===== config.mk =====
export PLATFORM = sky130hd
export DESIGN_NAME = ram_step_ctrl
export DESIGN_NICKNAME = d
export VERILOG_FILES = /design/src/rtl/ram_step_pkg.sv /design/src/rtl/tick_edge_det.sv /design/src/rtl/ram_step_ctrl.sv
export SDC_FILE = /design/constraint.sdc
export NUM_CORES = 1
export LEC_CHECK = 0
export CORE_MARGIN = 3
export CORE_UTILIZATION = 40
export CTS_CLUSTER_SIZE = 8
export DETAILED_ROUTE_END_ITERATION = 8
export GPL_TIMING_DRIVEN = 1
export PLACE_DENSITY_LB_ADDON = 0.08
export SYNTH_ARGS = -nofsm -noshare
export SYNTH_HDL_FRONTEND = slang
export SYNTH_SLANG_ARGS = --single-unit

===== constraint.sdc =====
create_clock -name clk_i -period 1.5 [get_ports clk_i]
set_input_delay 0.225 -clock clk_i [delete_from_list [all_inputs] [get_ports clk_i]]
set_output_delay 0.225 -clock clk_i [all_outputs]
set_load 0.01 [all_outputs]

===== src/rtl/ram_step_pkg.sv =====
// Shared types for the RAM stepping controller: FSM state encoding and scan mode constants.
package ram_step_pkg;

  typedef enum logic [2:0] {
    ST_IDLE      = 3'd0,
    ST_WAIT_TICK = 3'd1,
    ST_ACCESS    = 3'd2,
    ST_CAPTURE   = 3'd3,
    ST_DONE      = 3'd4
  } state_t;

  localparam logic MODE_READ = 1'b0;
  localparam logic MODE_FILL = 1'b1;

endpackage


===== src/rtl/tick_edge_det.sv =====
// Rising-edge detector for the divided clock; prev resets high so a level that is
// already high when reset is released does not count as an edge.
module tick_edge_det (
  input  logic clk_i,
  input  logic rst_i,
  input  logic level_i,
  output logic tick_o
);

  logic prev;

  // One-cycle delayed copy of the level.
  always_ff @(posedge clk_i) begin
    if (rst_i) begin
      prev <= 1'b1;
    end else begin
      prev <= level_i;
    end
  end

  assign tick_o = level_i & ~prev;

endmodule


===== src/rtl/ram_step_ctrl.sv =====
// Steps through every RAM address, one access per slow_clk_i rising edge, reading or filling.
// Define RAM_STEP_LOOP_EN to make the scan wrap back to address 0 indefinitely instead of stopping.
module ram_step_ctrl
  import ram_step_pkg::*;
#(
  parameter int ADDR_W = 4,
  parameter int DATA_W = 8
) (
  input  logic              clk_i,
  input  logic              rst_i,
  input  logic              slow_clk_i,
  input  logic              start_i,
  input  logic              mode_i,
  input  logic [DATA_W-1:0] pattern_i,
  input  logic [DATA_W-1:0] ram_rdata_i,
  output logic              ram_en_o,
  output logic              ram_we_o,
  output logic [ADDR_W-1:0] ram_addr_o,
  output logic [DATA_W-1:0] ram_wdata_o,
  output logic [DATA_W-1:0] data_o,
  output logic              busy_o,
  output logic              done_o
);

  localparam logic [ADDR_W-1:0] LAST_ADDR = '1;

  state_t            state;
  logic              mode;
  logic [DATA_W-1:0] pattern;
  logic              tick;

  tick_edge_det u_tick (
    .clk_i   (clk_i),
    .rst_i   (rst_i),
    .level_i (slow_clk_i),
    .tick_o  (tick)
  );

  // Scan sequencer; ram_addr_o doubles as the address counter.
  always_ff @(posedge clk_i) begin
    if (rst_i) begin
      state       <= ST_IDLE;
      mode        <= MODE_READ;
      pattern     <= '0;
      ram_en_o    <= 1'b0;
      ram_we_o    <= 1'b0;
      ram_addr_o  <= '0;
      ram_wdata_o <= '0;
      data_o      <= '0;
      busy_o      <= 1'b0;
      done_o      <= 1'b0;
    end else begin
      case (state)
        ST_IDLE: begin
          ram_en_o <= 1'b0;
          ram_we_o <= 1'b0;
          done_o   <= 1'b0;
          if (start_i) begin
            state      <= ST_WAIT_TICK;
            ram_addr_o <= '0;
            busy_o     <= 1'b1;
            mode       <= mode_i;
            pattern    <= pattern_i;
          end
        end
        ST_WAIT_TICK: begin
          if (tick) begin
            state       <= ST_ACCESS;
            ram_en_o    <= 1'b1;
            ram_we_o    <= mode;
            ram_wdata_o <= pattern + DATA_W'(ram_addr_o);
          end
        end
        ST_ACCESS: begin
          // Ticks arriving here or in CAPTURE are simply lost, never queued.
          state    <= ST_CAPTURE;
          ram_en_o <= 1'b0;
          ram_we_o <= 1'b0;
        end
        ST_CAPTURE: begin
          if (mode == MODE_READ) begin
            data_o <= ram_rdata_i;
          end
          if (ram_addr_o != LAST_ADDR) begin
            ram_addr_o <= ram_addr_o + 1'b1;
            state      <= ST_WAIT_TICK;
          end else begin
            state  <= ST_DONE;
            done_o <= 1'b1;
`ifndef RAM_STEP_LOOP_EN
            busy_o <= 1'b0;
`endif
          end
        end
        ST_DONE: begin
          done_o <= 1'b0;
`ifdef RAM_STEP_LOOP_EN
          ram_addr_o <= '0;
          state      <= ST_WAIT_TICK;
`else
          state      <= ST_IDLE;
`endif
        end
        default: begin
          state    <= ST_IDLE;
          ram_en_o <= 1'b0;
          ram_we_o <= 1'b0;
          busy_o   <= 1'b0;
          done_o   <= 1'b0;
        end
      endcase
    end
  end

endmodule


==> results.py <==
metrics = {
    "grt": {
        "antenna_found_initial": 0,
        "grt_use_total_pct": 18.1,
        "grt_overflow": 0,
        "first_global_vias": 1594,
        "grt_max_degree": 18,
        "grt_pass1_wl_mm": 7.29,
    },
    "layout": {
        "fillCellCount": 342,
        "utilization_pct": 65.1,
        "drive_gt1_share_pct": 25.8,
        "layout.area.seq_um2": 752,
        "diodes": 0,
        "multiInputGateArea_um2": 1000,
        "area_growth_pct": 53.9,
        "stdcell_count": 321,
        "nets": 297,
    },
    "placement": {
        "port_buffers": 44,
        "dp_hpwl_mm": 3.09,
        "preCtsSetupSlack_ns": -0.272,
        "place_congestion": 0.876,
        "dp.cells": 312,
    },
    "setup_path": {
        "worstSetupStartpointType": "flip-flop",
        "worstPathMaxFanout": 4,
        "required_ns": 1.71,
        "reg2reg_depth": 6,
        "cp.arrival_ns": 1.73,
        "r2r_start": "ram_addr_o[0]$_SDFFE_PP0P_",
        "startpoint": "ram_addr_o[0]$_SDFFE_PP0P_",
        "cp-end-kind": "flip-flop",
        "critPathKind": "flip-flop to flip-flop",
    },
    "clock_network": {
        "cts_buffer_depth": 2,
        "cts_tree": "yes",
        "ctsRootBufferMaster": "clkbuf_8",
        "clk_pin_slew_ns": 0.07,
        "insertion_delay_ns": 0.30,
        "numCtsBuffers": 5,
        "cts-htree-levels": 2,
        "cts.sinks": 37,
    },
    "die": {
        "core_area_mm2": 0.00406,
        "die_h_um": 71.5,
        "start_util_pct": 42.3,
        "ios": 45,
        "dieArea_mm2": 0.00511,
        "num_rows": 23,
        "die_width_um": 71.5,
    },
    "pwr": {
        "pwr-share-comb_pct": 10.8,
        "power.switching_mw": 0.520,
        "swShare_pct": 22.3,
        "internal-power_mw": 1.81,
        "p_leak_nw": 0.979,
        "power_frac_seq_pct": 44.6,
        "ir_drop_mv": 0.431,
        "p_per_area_mw_per_mm2": 882,
        "power.share.clock_pct": 44.7,
    },
    "sta": {
        "rsz0062_at_grt": "yes",
        "slew_headroom_pct": 76.7,
        "fin_crit_ns": 1.52,
        "fin_crit_sh_pct": 101,
        "slew_violations": 0,
        "finalSetupViolCount": 2,
        "worstMarginPinSlew_ns": 0.349,
        "finalHoldViolCount": 0,
        "setup_ws_ns": -0.0215,
        "max_freq_ghz": 0.657,
        "clock_skew_ns": 0.00609,
    },
    "synthesis": {
        "syn-num-nets": 227,
        "yosys_register_bits": 37,
        "ys.flop_type": "dfxtp_1",
        "ys_seq_area_share_pct": 43.1,
        "synth_xor_area_share_pct": 2.04,
        "synthAdderAreaFrac_pct": 4.81,
        "synthSimpleGateAreaFrac_pct": 23.3,
        "synth_async_sr_flop_share_pct": 0,
        "synth_top_family_by_area": "simple AND/OR/NAND/NOR gates",
        "syn_inst": 200,
        "synthMuxAreaShare_pct": 0.583,
        "synth_edf_count": 0,
        "yosysUniqueCellTypes": 47,
        "avgSynthCellArea_um2": 8.58,
        "synth_compound_area_share_pct": 20.9,
        "yosysWarnings": 0,
        "syn_area_mm2": 0.00172,
    },
    "worst_hold_path": {
        "hp-class": "flip-flop to flip-flop",
        "worstHoldStart": "pattern[2]$_SDFFE_PP0P_",
        "hold_depth": 2,
    },
    "detailed_routing": {
        "drt_iter0_markers": 118,
        "ant_nets": 0,
        "wl_mm": 4.43,
        "via_per_inst": 5.19,
        "routedWlPerCell_um": 13.8,
        "vias": 1665,
        "dr.pass1.iters": 4,
        "drc": 0,
    },
    "outcome": {
        "status": "finished with violations",
        "violations": "setup timing",
    },
    "run": {
        "drv_cap": 0,
    },
}
==> sequential cells by signal, indices dropped and copies added, names as in the netlist <==
name,count
busy_o,1
ram_wdata_o,8
done_o,1
data_o,8
state,3
ram_we_o,1
mode,1
u_tick.prev,1
ram_en_o,1
pattern,8
ram_addr_o,4
==> metal layers <==
metal  track usage (%)  up-vias  part of all wire [%]
met5                 0        -                     0
met4              6.89        0                   1.3
met3              3.79        6                   4.3
met2              28.4       37                    46
met1              24.4      774                    48
li1                  -      848                     -
==> cell usage after synthesis (2+ instances only) <==
master | number | area [um^2]
nor2_1 | 13 | 48.8
dfxtp_1 | 37 | 741
nor4_1 | 3 | 18.8
buf_2 | 3 | 15.0
nand3b_1 | 4 | 30.0
nand3_1 | 4 | 20.0
nor3b_1 | 2 | 15.0
a21oi_1 | 23 | 115
and3_1 | 2 | 12.5
inv_1 | 7 | 26.3
nor2b_1 | 5 | 31.3
xnor2_1 | 3 | 26.3
buf_6 | 2 | 22.5
nand2_1 | 30 | 113
nor3_1 | 7 | 35.0
a211oi_1 | 4 | 30.0
clkbuf_1 | 7 | 26.3
o21ai_0 | 11 | 55.1
ha_1 | 5 | 62.6
==> final timing paths <==
path                                                    end  slack [ns]
worst min register to register      pattern[2]$_SDFFE_PP0P_        0.46
worst max register to register  ram_wdata_o[7]$_SDFFE_PP0P_       -0.02
worst max-delay path            ram_wdata_o[7]$_SDFFE_PP0P_       -0.02
worst min-delay path                pattern[2]$_SDFFE_PP0P_        0.46
==> per-stage QoR <==
stage / hold WS, ns / total power [mW] / area, um^2 / TNS, ns
final: 0.465 / 2.33 / 2640 / -0.0285
after global routing: 0.473 / 2.42 / 2640 / -0.259
after CTS: 0.462 / 2.34 / 2590 / -0.113
after detailed placement: 0.457 / 1.30 / 2410 / -2.07
after global placement: 0.454 / 1.30 / 2410 / -1.86
after floorplan: 0.332 / 1.17 / 1750 / -0.00927
==> cells in the final DEF, fill, tap and decap left out, types with 2 or more instances in the layout <==
master / netlist / layout
inv_1: 7 / 6
o21ai_0: 11 / 9
dfxtp_4: 0 / 2
dlygate4sd2_1: 0 / 4
o21ai_2: 0 / 2
nor2_1: 13 / 12
xnor2_1: 3 / 3
nor3b_1: 2 / 2
buf_4: 0 / 31
nor2b_1: 5 / 4
clkbuf_8: 0 / 5
nand3_1: 4 / 4
nand2_1: 30 / 30
nor4_1: 3 / 3
a21oi_1: 23 / 21
bufinv_16: 0 / 2
dfxtp_1: 37 / 32
nor3_1: 7 / 7
nand3b_1: 4 / 4
clkdlybuf4s50_1: 0 / 40
ha_4: 0 / 4
a21oi_2: 0 / 2
dfxtp_2: 0 / 3
a211oi_1: 4 / 2
==> timing repair <==
item                       in CTS  in global routing
resized for setup              14                 12
setup buffers                   0                  1
setup endpoints to repair      12                 20
pin swaps                       1                  4
gates cloned                    0                  0
hold buffers                    0                  0
==> logic make-up (layout without fill, tap and decap cells) <==
logic type / Yosys count / count (layout)
DFF: 37 / 37
AOI/OAI and AO/OA: 55 / 55
buffers and inverters: 19 / 90
xor gates and xnor gates: 4 / 4
adders and majority gates: 6 / 6
muxes: 1 / 1
and+or+nand+nor: 78 / 78
==> layout make-up <==
class | instances | share of cell area (%)
multi-input cells | 144 | 37.8
clock inverters | 3 | 2.46
inverters | 7 | 0.994
flip-flops and latches | 37 | 28.5
clock buffers | 5 | 2.60
repair buffers | 75 | 25.3
well taps | 50 | 2.37
==> critical path: stages, from the launching register on <==
cell and delay [ns]:
dfxtp_4 0.36, ha_4 0.15, buf_4 0.14, a211oi_4 0.22, o21bai_2 0.11, a21bo_2 0.21, a311oi_2 0.24
==> power by group through the flow <==
| stage | Sequential, mW | Clock, mW | Combinational, mW |
|---|---|---|---|
| global route | 1.04 | 1.10 | 0.274 |
| detailed placement | 1.06 | 0 | 0.242 |
| global placement | 1.06 | 0 | 0.242 |
| finish | 1.04 | 1.04 | 0.252 |
| CTS | 1.04 | 1.05 | 0.247 |
| floorplan | 1.05 | 0 | 0.111 |
Note: power is estimated with default switching activity, not from simulation.
